--- src/rtl/uart_rx_monitor.sv ---
// 8N1 UART receiver with a registered byte FIFO on a valid/ready stream.
// Framing errors and FIFO overflow are reported as single-cycle pulses.
module uart_rx_monitor #(
  parameter int unsigned ClksPerBit = 16,
  parameter int unsigned FifoDepth  = 8
) (
  input  logic                         clk_i,
  input  logic                         rst_i,
  input  logic                         rx_i,
  output logic [7:0]                   data_o,
  output logic                         valid_o,
  input  logic                         ready_i,
  output logic                         frame_err_o,
  output logic                         overflow_o,
  output logic                         busy_o,
  output logic [$clog2(FifoDepth):0]   fifo_count_o
);

  localparam int unsigned CntW   = $clog2(ClksPerBit);
  localparam int unsigned AddrW  = $clog2(FifoDepth);
  localparam int unsigned CountW = AddrW + 1;
  localparam logic [CntW-1:0]   BitLast  = CntW'(ClksPerBit - 1);
  localparam logic [CntW-1:0]   HalfLast = CntW'(ClksPerBit / 2 - 1);
  localparam logic [CountW-1:0] FullCnt  = CountW'(FifoDepth);

  typedef enum logic [2:0] {
    WAIT_HIGH,
    IDLE,
    START,
    DATA,
    STOP
  } state_e;

  state_e          state_q, state_n;
  logic            rx_meta, rx_s;
  logic [1:0]      primed_q;
  logic [CntW-1:0] cnt_q, cnt_n;
  logic [2:0]      idx_q, idx_n;
  logic [7:0]      shift_q, shift_n;
  logic            push_c, ferr_c;
  logic            push_q;
  logic [7:0]      byte_q;

  // Synchronizer; primed_q marks when rx_s carries the real pin value after reset,
  // so a line held low across reset is not mistaken for idle-high.
  always_ff @(posedge clk_i) begin
    if (rst_i) begin
      rx_meta  <= 1'b1;
      rx_s     <= 1'b1;
      primed_q <= 2'b00;
    end else begin
      rx_meta  <= rx_i;
      rx_s     <= rx_meta;
      primed_q <= {primed_q[0], 1'b1};
    end
  end

  always_ff @(posedge clk_i) begin
    if (rst_i) begin
      state_q     <= WAIT_HIGH;
      cnt_q       <= '0;
      idx_q       <= '0;
      shift_q     <= '0;
      push_q      <= 1'b0;
      byte_q      <= '0;
      frame_err_o <= 1'b0;
      busy_o      <= 1'b0;
    end else begin
      state_q     <= state_n;
      cnt_q       <= cnt_n;
      idx_q       <= idx_n;
      shift_q     <= shift_n;
      push_q      <= push_c;
      if (push_c) byte_q <= shift_q;
      frame_err_o <= ferr_c;
      busy_o      <= (state_n == START) || (state_n == DATA) || (state_n == STOP);
    end
  end

  always_comb begin
    state_n = state_q;
    cnt_n   = cnt_q;
    idx_n   = idx_q;
    shift_n = shift_q;
    push_c  = 1'b0;
    ferr_c  = 1'b0;
    unique case (state_q)
      WAIT_HIGH: if (primed_q[1] && rx_s) state_n = IDLE;
      IDLE: begin
        if (!rx_s) begin
          state_n = START;
          cnt_n   = HalfLast;
        end
      end
      START: begin
        if (cnt_q != '0) begin
          cnt_n = cnt_q - CntW'(1);
        end else if (!rx_s) begin
          state_n = DATA;
          cnt_n   = BitLast;
          idx_n   = '0;
        end else begin
          state_n = IDLE;
        end
      end
      DATA: begin
        if (cnt_q != '0) begin
          cnt_n = cnt_q - CntW'(1);
        end else begin
          shift_n[idx_q] = rx_s;
          cnt_n          = BitLast;
          if (idx_q == 3'd7) state_n = STOP;
          else idx_n = idx_q + 3'd1;
        end
      end
      STOP: begin
        if (cnt_q != '0) begin
          cnt_n = cnt_q - CntW'(1);
        end else if (rx_s) begin
          push_c  = 1'b1;
          state_n = IDLE;
        end else begin
          ferr_c  = 1'b1;
          state_n = WAIT_HIGH;
        end
      end
      default: state_n = WAIT_HIGH;
    endcase
  end

  logic [7:0]        mem [FifoDepth];
  logic [AddrW-1:0]  wr_ptr, rd_ptr, rd_n;
  logic [CountW-1:0] count_n, remain_c;
  logic              pop_c, full_c, push_ok_c;

  assign pop_c     = valid_o & ready_i;
  assign full_c    = (fifo_count_o == FullCnt);
  assign push_ok_c = push_q & (!full_c | pop_c);
  assign remain_c  = fifo_count_o - CountW'(pop_c);
  assign count_n   = remain_c + CountW'(push_ok_c);
  assign rd_n      = rd_ptr + AddrW'(pop_c);

  always_ff @(posedge clk_i) begin
    if (push_ok_c) mem[wr_ptr] <= byte_q;
  end

  // Head register: a push into an otherwise-empty FIFO becomes the head directly.
  always_ff @(posedge clk_i) begin
    if (rst_i) begin
      wr_ptr       <= '0;
      rd_ptr       <= '0;
      fifo_count_o <= '0;
      valid_o      <= 1'b0;
      data_o       <= '0;
      overflow_o   <= 1'b0;
    end else begin
      if (push_ok_c) wr_ptr <= wr_ptr + AddrW'(1);
      rd_ptr       <= rd_n;
      fifo_count_o <= count_n;
      valid_o      <= (count_n != '0);
      overflow_o   <= push_q & full_c & !pop_c;
      if (push_ok_c && (remain_c == '0)) data_o <= byte_q;
      else if (pop_c && (remain_c != '0)) data_o <= mem[rd_n];
    end
  end

endmodule

--- config.mk ---
export PLATFORM = sky130hd
export DESIGN_NAME = uart_rx_monitor
export DESIGN_NICKNAME = d
export VERILOG_FILES = /design/src/rtl/uart_rx_monitor.sv
export SDC_FILE = /design/constraint.sdc
export NUM_CORES = 1
export LEC_CHECK = 0
export BUFFER_PORTS_ARGS = -buffer_cell sky130_fd_sc_hd__buf_4
export CAP_MARGIN = 20
export CORE_MARGIN = 2
export CORE_UTILIZATION = 55
export CTS_CLUSTER_DIAMETER = 200
export DETAILED_ROUTE_END_ITERATION = 6
export PLACE_DENSITY = 0.79
export SYNTH_ARGS = -nofsm -noshare
export SYNTH_HDL_FRONTEND = slang
export SYNTH_SLANG_ARGS = --single-unit
--- constraint.sdc ---
create_clock -name clk_i -period 2.7 [get_ports clk_i]
set_input_delay 0.27 -clock clk_i [delete_from_list [all_inputs] [get_ports clk_i]]
set_output_delay 0.27 -clock clk_i [all_outputs]
set_load 0.01 [all_outputs]
==> results of run 1 <==
==> cells by family (layout without fill, tap and decap cells) <==
kind of cell,after synthesis,after routing
buf+inv,44,93
xor+xnor,7,7
flops,117,117
simple gates,92,92
fa+ha+maj,10,10
compound gates,47,47
mux,65,65
==> final cells by class <==
class	count	area [um2]	area share
Clock inverter	3	15.0	0.00256
Multi-Input combinational cell	221	1820	0.310
Clock buffer	29	532	0.0908
Timing Repair Buffer	35	273	0.0466
Inverter	26	100	0.0171
Sequential cell	117	2980	0.510
Tap cell	108	135	0.0231
==> flip-flops by register name (all words and copies together), names as in the netlist, 4 cells and up <==
register	cells
byte_q	8
cnt_q	4
data_o	8
fifo_count_o	4
mem	64
shift_q	8
==> layer usage <==
| metal | up-vias | global-route usage | wire (um) |
|---|---|---|---|
| met1 | 1568 | 0.277 | 4520 |
| met5 | - | 0 | 0 |
| met3 | 10 | 0.0717 | 375 |
| met4 | 0 | 0.0748 | 118 |
| met2 | 58 | 0.357 | 4900 |
| li1 | 1487 | - | - |
==> timing repair <==
| item | in CTS | in global routing |
|---|---|---|
| hold buffers | 1 | 0 |
| hold endpoints to repair | 1 | 0 |
| buffers inserted | 0 | 0 |
==> final timing paths <==
| kind | from | endpoint | slack (ns) | cells after the start |
|---|---|---|---|---|
| setup / recovery | valid_o | data_o[4] | 0.18 | 9 |
| hold / removal | rst_i | rd_ptr[0] | 0.16 | 2 |
| setup reg to reg | valid_o | data_o[4] | 0.18 | 9 |
| hold reg to reg | rx_meta | rx_s | 0.42 | 1 |
==> stage by stage <==
step / instance area, um2 / worst slack (ns) / utilization
after floorplan: 5010 / 0.346 / -
after global placement: 5280 / 0.256 / 0.603
after detailed placement: 5300 / 0.203 / 0.605
after CTS: 5850 / 0.189 / 0.668
after global routing: 5850 / 0.0699 / 0.668
final: 5850 / 0.183 / 0.668
==> cells in the final DEF (no fill, tap or decap), types with 11 or more instances in the layout <==
cell type | Yosys | routed
edfxtp_1 | 64 | 64
dfxtp_1 | 53 | 53
buf_4 | 0 | 31
nor2_1 | 30 | 30
mux2i_1 | 25 | 25
inv_1 | 24 | 24
mux2_2 | 21 | 21
clkbuf_16 | 0 | 18
nand2_1 | 15 | 15
o211ai_1 | 13 | 13
mux2_1 | 11 | 11
==> power by group <==
group          switching [mW]  internal, mW
clock                   0.722          1.31
sequential             0.0564          1.93
combinational           0.408         0.345
==> flow_metrics.py, run 1 <==
metrics = {
    "setup_path": {
        "timing.critical_path.buf_inv": 2,
        "path_max_fanout": 33,
        "start_kind": "flip-flop",
        "cp_common_cell": "ha_1",
        "critPathRequiredTime_ns": 3.07,
        "setup.worst_path.class": "flip-flop to flip-flop",
        "cpLargestDelayFamily": "multiplexers",
        "slowest_delay_ns": 0.47,
        "crit_chain": "nand2_1, inv_1, ha_1, ha_1, buf_12, mux2_1, mux4_2, o211ai_1, o221ai_1",
        "cp.arrival_ns": 2.89,
        "crit_path_end_kind": "flip-flop",
        "crit_slowest_cell": "mux4_2",
    },
    "global_routing": {
        "antenna_found_initial": 0,
        "grt.total_usage": 0.219,
        "grt-ovfl-total": 0,
        "grt_max_degree": 42,
        "grt_pass1_wl_um": 16400,
        "grt_pass1_vias": 3200,
    },
    "finish": {
        "antenna_cells": 0,
        "drive_gt1_frac": 0.227,
        "stdcell_count": 539,
        "nets": 432,
        "n_fill_cell": 601,
        "syn_to_final_growth_pct": 16.8,
    },
    "synth": {
        "syn_area_per_cell_um2": 13.1,
        "synthTopCellsByCount": "edfxtp_1 (64), dfxtp_1 (53), nor2_1 (30)",
        "synth_area_um2": 5010,
        "yosys-top-cells-area": "edfxtp_1 (38%), dfxtp_1 (21%), mux2i_1 (5.0%), mux2_2 (4.7%), mux4_2 (3.6%)",
        "yosys.area_share.simple": 0.0966,
        "synth-compound-area-share": 0.0709,
        "yosysTopAreaCellShare": 0.383,
        "async_flop_share": 0,
        "yosysMostFrequentCell": "edfxtp_1",
        "synth_xor_area_frac": 0.0122,
        "postSynthCellCount": 382,
        "synth_top_cell_by_area": "edfxtp_1",
        "synthFlopType": "edfxtp_1",
        "synth_adder_area_share": 0.0250,
        "ys.warnings.count": 0,
        "ys_seq_area_frac": 0.595,
        "yosysUniqueCellTypes": 50,
        "synth_nets": 396,
        "synth_top_family_by_area": "multiplexers",
        "ys_ff_latch": 117,
        "synthMuxAreaShare": 0.158,
        "synth_edf_count": 64,
    },
    "clocking": {
        "clockBufferDepth": 2,
        "ctsHtreeMaxLevel": 4,
        "post_cts_resized": 0,
        "numCtsBuffers": 17,
        "cts.sink_count": 117,
        "tritoncts": "done",
        "clockRootBuffer": "clkbuf_8",
        "clk_pin_slew_ns": 0.05,
        "clk_latency_ns": 0.51,
    },
    "timing": {
        "period_share": 0.932,
        "tightest_slew_ns": 0.860,
        "fin_skew_ns": 0.0118,
        "maxSlewHeadroom": 0.426,
        "fmax_ghz": 0.397,
        "slew_violations": 0,
        "hold_viol": 0,
        "setup_viol": 0,
        "period_needed_ns": 2.52,
        "hold_ws_ns": 0.162,
        "rsz0062_at_grt": "no",
        "setup-tns-final_ns": 0,
    },
    "die": {
        "io_pins": 20,
        "dieArea_um2": 9900,
        "fp.dieW_um": 99.5,
        "rows": 34,
        "dieHeight_um": 99.5,
        "coreArea_um2": 8760,
        "initial_utilization": 0.572,
    },
    "placement": {
        "gp_congestion": 0.819,
        "dp_hpwl_um": 6450,
        "portBuffers": 19,
        "dpl.cell_count": 506,
    },
    "power_and_ir_drop": {
        "p_per_area_nw_per_um2": 813,
        "p_leak_nw": 2.22,
        "power_mw": 4.76,
        "ir_worst_vdd_uv": 392,
    },
    "route": {
        "wl_um": 9920,
        "drt-vias-per-instance": 5.79,
        "vias": 3123,
        "drtPass1Iterations": 4,
        "ant_nets": 0,
        "routedWlPerCell_um": 18.4,
        "drt_iter0_markers": 185,
        "drcViolationCount": 0,
    },
    "status": {
        "status": "finished clean",
    },
    "worst_hold_path": {
        "hold_path_class": "input port to flip-flop",
    },
    "flow_run": {
        "max_cap_viol_count": 0,
    },
}
Note: power is estimated with default switching activity, not from simulation.
==> run 2: changes to the inputs <==
- ABC_AREA: default -> 1
==> run 2 against run 1 <==
Count of clock-buffer cells in the layout down 12. Flip-flop and latch count did not move. Synthesized cell count increased by 59%. Routed wire length increased by 16%. Critical path depth is 4 higher. Die area increased by 6.4%. First-iteration DRC count grew 22%. Via count is 29% higher. Utilization is 0.13 points higher. Combinational power is 70% higher. Highest routed layer unchanged.
==> flow_metrics.py, run 2 <==
metrics = {
    "finish": {
        "final_common_cell": "nand2_1",
        "multiInputGateArea_um2": 1960,
        "regMostFlops": "mem",
        "mostFrequentLayoutCells": "nand2_1 (156), inv_1 (66), nor2_1 (66), edfxtp_1 (64), dfxtp_1 (53)",
        "nets": 650,
        "n_fill_cell": 712,
        "final_util": 0.669,
        "antenna_cells": 0,
        "register_area_um2": 2980,
        "syn_to_final_growth_pct": 16.8,
        "largest_reg_flops": 64,
        "drive_gt1_frac": 0.179,
    },
    "timing": {
        "maxSlewHeadroom": 0.392,
        "setup_viol": 0,
        "slew_violations": 0,
        "fin_skew_ns": 0.00776,
        "period_needed_ns": 2.22,
        "tightest_slew_ns": 0.911,
        "hold_viol": 0,
        "rsz0062_at_grt": "no",
        "setup-tns-final_ns": 0,
        "period_share": 0.824,
        "fmax_ghz": 0.450,
    },
    "clocking": {
        "clk_pin_slew_ns": 0.06,
        "clockBufferDepth": 2,
        "clk_latency_ns": 0.52,
        "clockRootBuffer": "clkbuf_8",
        "tritoncts": "done",
        "numCtsBuffers": 17,
        "cts.sink_count": 117,
        "ctsHtreeMaxLevel": 4,
        "cts_setup_buffers": 0,
    },
    "die": {
        "dieHeight_um": 103,
        "rows": 35,
        "coreArea_um2": 9330,
        "fp.dieW_um": 103,
        "dieArea_um2": 10500,
        "io_pins": 20,
        "initial_utilization": 0.573,
    },
    "global_routing": {
        "grt_pass1_vias": 4008,
        "grt_max_degree": 34,
        "grt.total_usage": 0.241,
        "antenna_found_initial": 0,
        "grt-ovfl-total": 0,
        "grt_pass1_wl_um": 19000,
    },
    "setup_path": {
        "crit_path_end_kind": "flip-flop",
        "timing.critical_path.buf_inv": 1,
        "cp.arrival_ns": 2.64,
        "crit_chain": "nand2_1, inv_1, ha_1, ha_1, nand2_2, nand2_2, nand2_4, nor2_8, nand2_4, nand2_8, nand2_2, nor2_1, nor2_1",
        "startpoint": "valid_o",
        "cp_common_cell": "nand2_2",
        "critPathRequiredTime_ns": 3.11,
        "slowest_delay_ns": 0.34,
        "setup.worst_path.class": "flip-flop to flip-flop",
        "r2r-start": "valid_o",
        "path_max_fanout": 20,
        "cpLargestDelayFamily": "simple AND/OR/NAND/NOR gates",
        "start_kind": "flip-flop",
        "crit_slowest_cell": "dfxtp_1",
    },
    "synth": {
        "yosys-top-cells-area": "edfxtp_1 (36%), dfxtp_1 (20%), nand2_1 (11%), inv_1 (4.6%), nor2_1 (4.6%)",
        "synthFlopType": "edfxtp_1",
        "postSynthCellCount": 606,
        "async_flop_share": 0,
        "yosysUniqueCellTypes": 36,
        "synth_adder_area_share": 0.0234,
        "ys_seq_area_frac": 0.558,
        "synth-compound-area-share": 0.0461,
        "syn_area_per_cell_um2": 8.82,
        "synth_xor_area_frac": 0.0110,
        "synthTopCellsByCount": "nand2_1 (156), inv_1 (66), nor2_1 (66)",
        "ys_ff_latch": 117,
        "yosysTopAreaCellShare": 0.359,
        "synth_edf_count": 64,
        "yosysMostFrequentCell": "nand2_1",
        "ys.warnings.count": 0,
        "synth_top_cell_by_area": "edfxtp_1",
        "synth_nets": 620,
        "synth_area_um2": 5350,
        "synth_top_family_by_area": "simple AND/OR/NAND/NOR gates",
        "yosys.area_share.simple": 0.287,
        "synthMuxAreaShare": 0,
    },
    "flow_run": {
        "max_cap_viol_count": 0,
    },
    "power_and_ir_drop": {
        "ir_worst_vdd_uv": 515,
        "p_leak_nw": 2.68,
        "p_per_area_nw_per_um2": 892,
    },
    "route": {
        "drt_iter0_markers": 225,
        "vias": 4029,
        "routedWlPerCell_um": 14.8,
        "wl_um": 11500,
        "met1_length_um": 4930,
        "dr_wl_met2_um": 5590,
        "ant_nets": 0,
        "drtPass1Iterations": 5,
        "highest_layer": "met4",
        "dr_wl_met3_um": 653,
        "drt-vias-per-instance": 5.18,
        "drcViolationCount": 0,
    },
    "placement": {
        "gp_congestion": 0.811,
        "portBuffers": 19,
        "dp_hpwl_um": 7290,
    },
    "status": {
        "status": "finished clean",
    },
    "worst_hold_path": {
        "hold_path_class": "input port to flip-flop",
        "hold_path.startpoint": "rst_i",
    },
}
[run 2: changes by cell type in the layout (fill, tap and decap cells not counted), moves of 11 or more]
cell      previous run  this run
nand2_1             15       156
inv_2                1        14
nand3_1              3        49
mux2_1              11         0
mux2i_1             25         0
inv_1               24        66
o211ai_1            13         1
nor2_1              30        66
o21ai_1              0        17
nand2_2              0        16
mux2_2              21         0
[run 2: final timing paths]
kind | endpoint | slack [ns] | cells past startpoint
worst max-delay path | data_o[6] | 0.48 | 13
worst min-delay path | push_q | 0.09 | 2
worst max register to register | data_o[6] | 0.48 | 13
worst min register to register | primed_q[1] | 0.40 | 2
[run 2: where the power goes]
part	total [mW]	switching [mW]	internal (mW)
Sequential	1.99	0.0574	1.93
Clock	2.30	0.871	1.43
Combinational	1.28	0.825	0.456
[run 2: per-layer routing]
| layer | global-route usage | up-vias |
|---|---|---|
| met5 | 0 | - |
| met4 | 0.107 | 0 |
| met3 | 0.0692 | 33 |
| met2 | 0.400 | 122 |
| met1 | 0.294 | 1860 |
| li1 | - | 2014 |
[run 2: logic make-up after synthesis]
logic type      Yosys count
flops                   117
fa+ha+maj                10
simple gates            330
xor+xnor                  5
compound gates           45
buf+inv                  99
[run 2: worst register-to-register path, stage by stage (launching register included)]
cell	delay [ns]
dfxtp_1	0.34
nand2_1	0.08
inv_1	0.14
ha_1	0.27
ha_1	0.24
nand2_2	0.07
nand2_2	0.12
nand2_4	0.07
nor2_8	0.16
nand2_4	0.19
nand2_8	0.16
nand2_2	0.06
nor2_1	0.15
nor2_1	0.06
[run 2: per-stage QoR]
stage / area [um2] / cells / power (mW) / worst slack [ns] / hold slack (ns)
after floorplan: 5350 / 606 / 2.99 / 0.805 / 0.374
after global placement: 5630 / 745 / 3.25 / 0.581 / 0.392
after detailed placement: 5630 / 745 / 3.28 / 0.508 / 0.396
after CTS: 6240 / 778 / 5.59 / 0.457 / 0.0879
after global routing: 6240 / 778 / 5.82 / 0.342 / 0.0999
final: 6240 / 778 / 5.57 / 0.477 / 0.0932
[run 2: what timing repair did]
| item | in CTS | in global routing |
|---|---|---|
| gates resized for setup | 0 | 0 |
| endpoints found under the hold margin | 1 | 0 |
| hold buffers | 1 | 0 |
[run 2: cell type report]
| cell class | count | area share |
|---|---|---|
| repair buffers | 30 | 0.0365 |
| clock inverters | 15 | 0.0309 |
| inverters | 80 | 0.0481 |
| multi-input cells | 390 | 0.315 |
| well taps | 129 | 0.0259 |
| clock buffers | 17 | 0.0663 |
| flip-flops and latches | 117 | 0.478 |
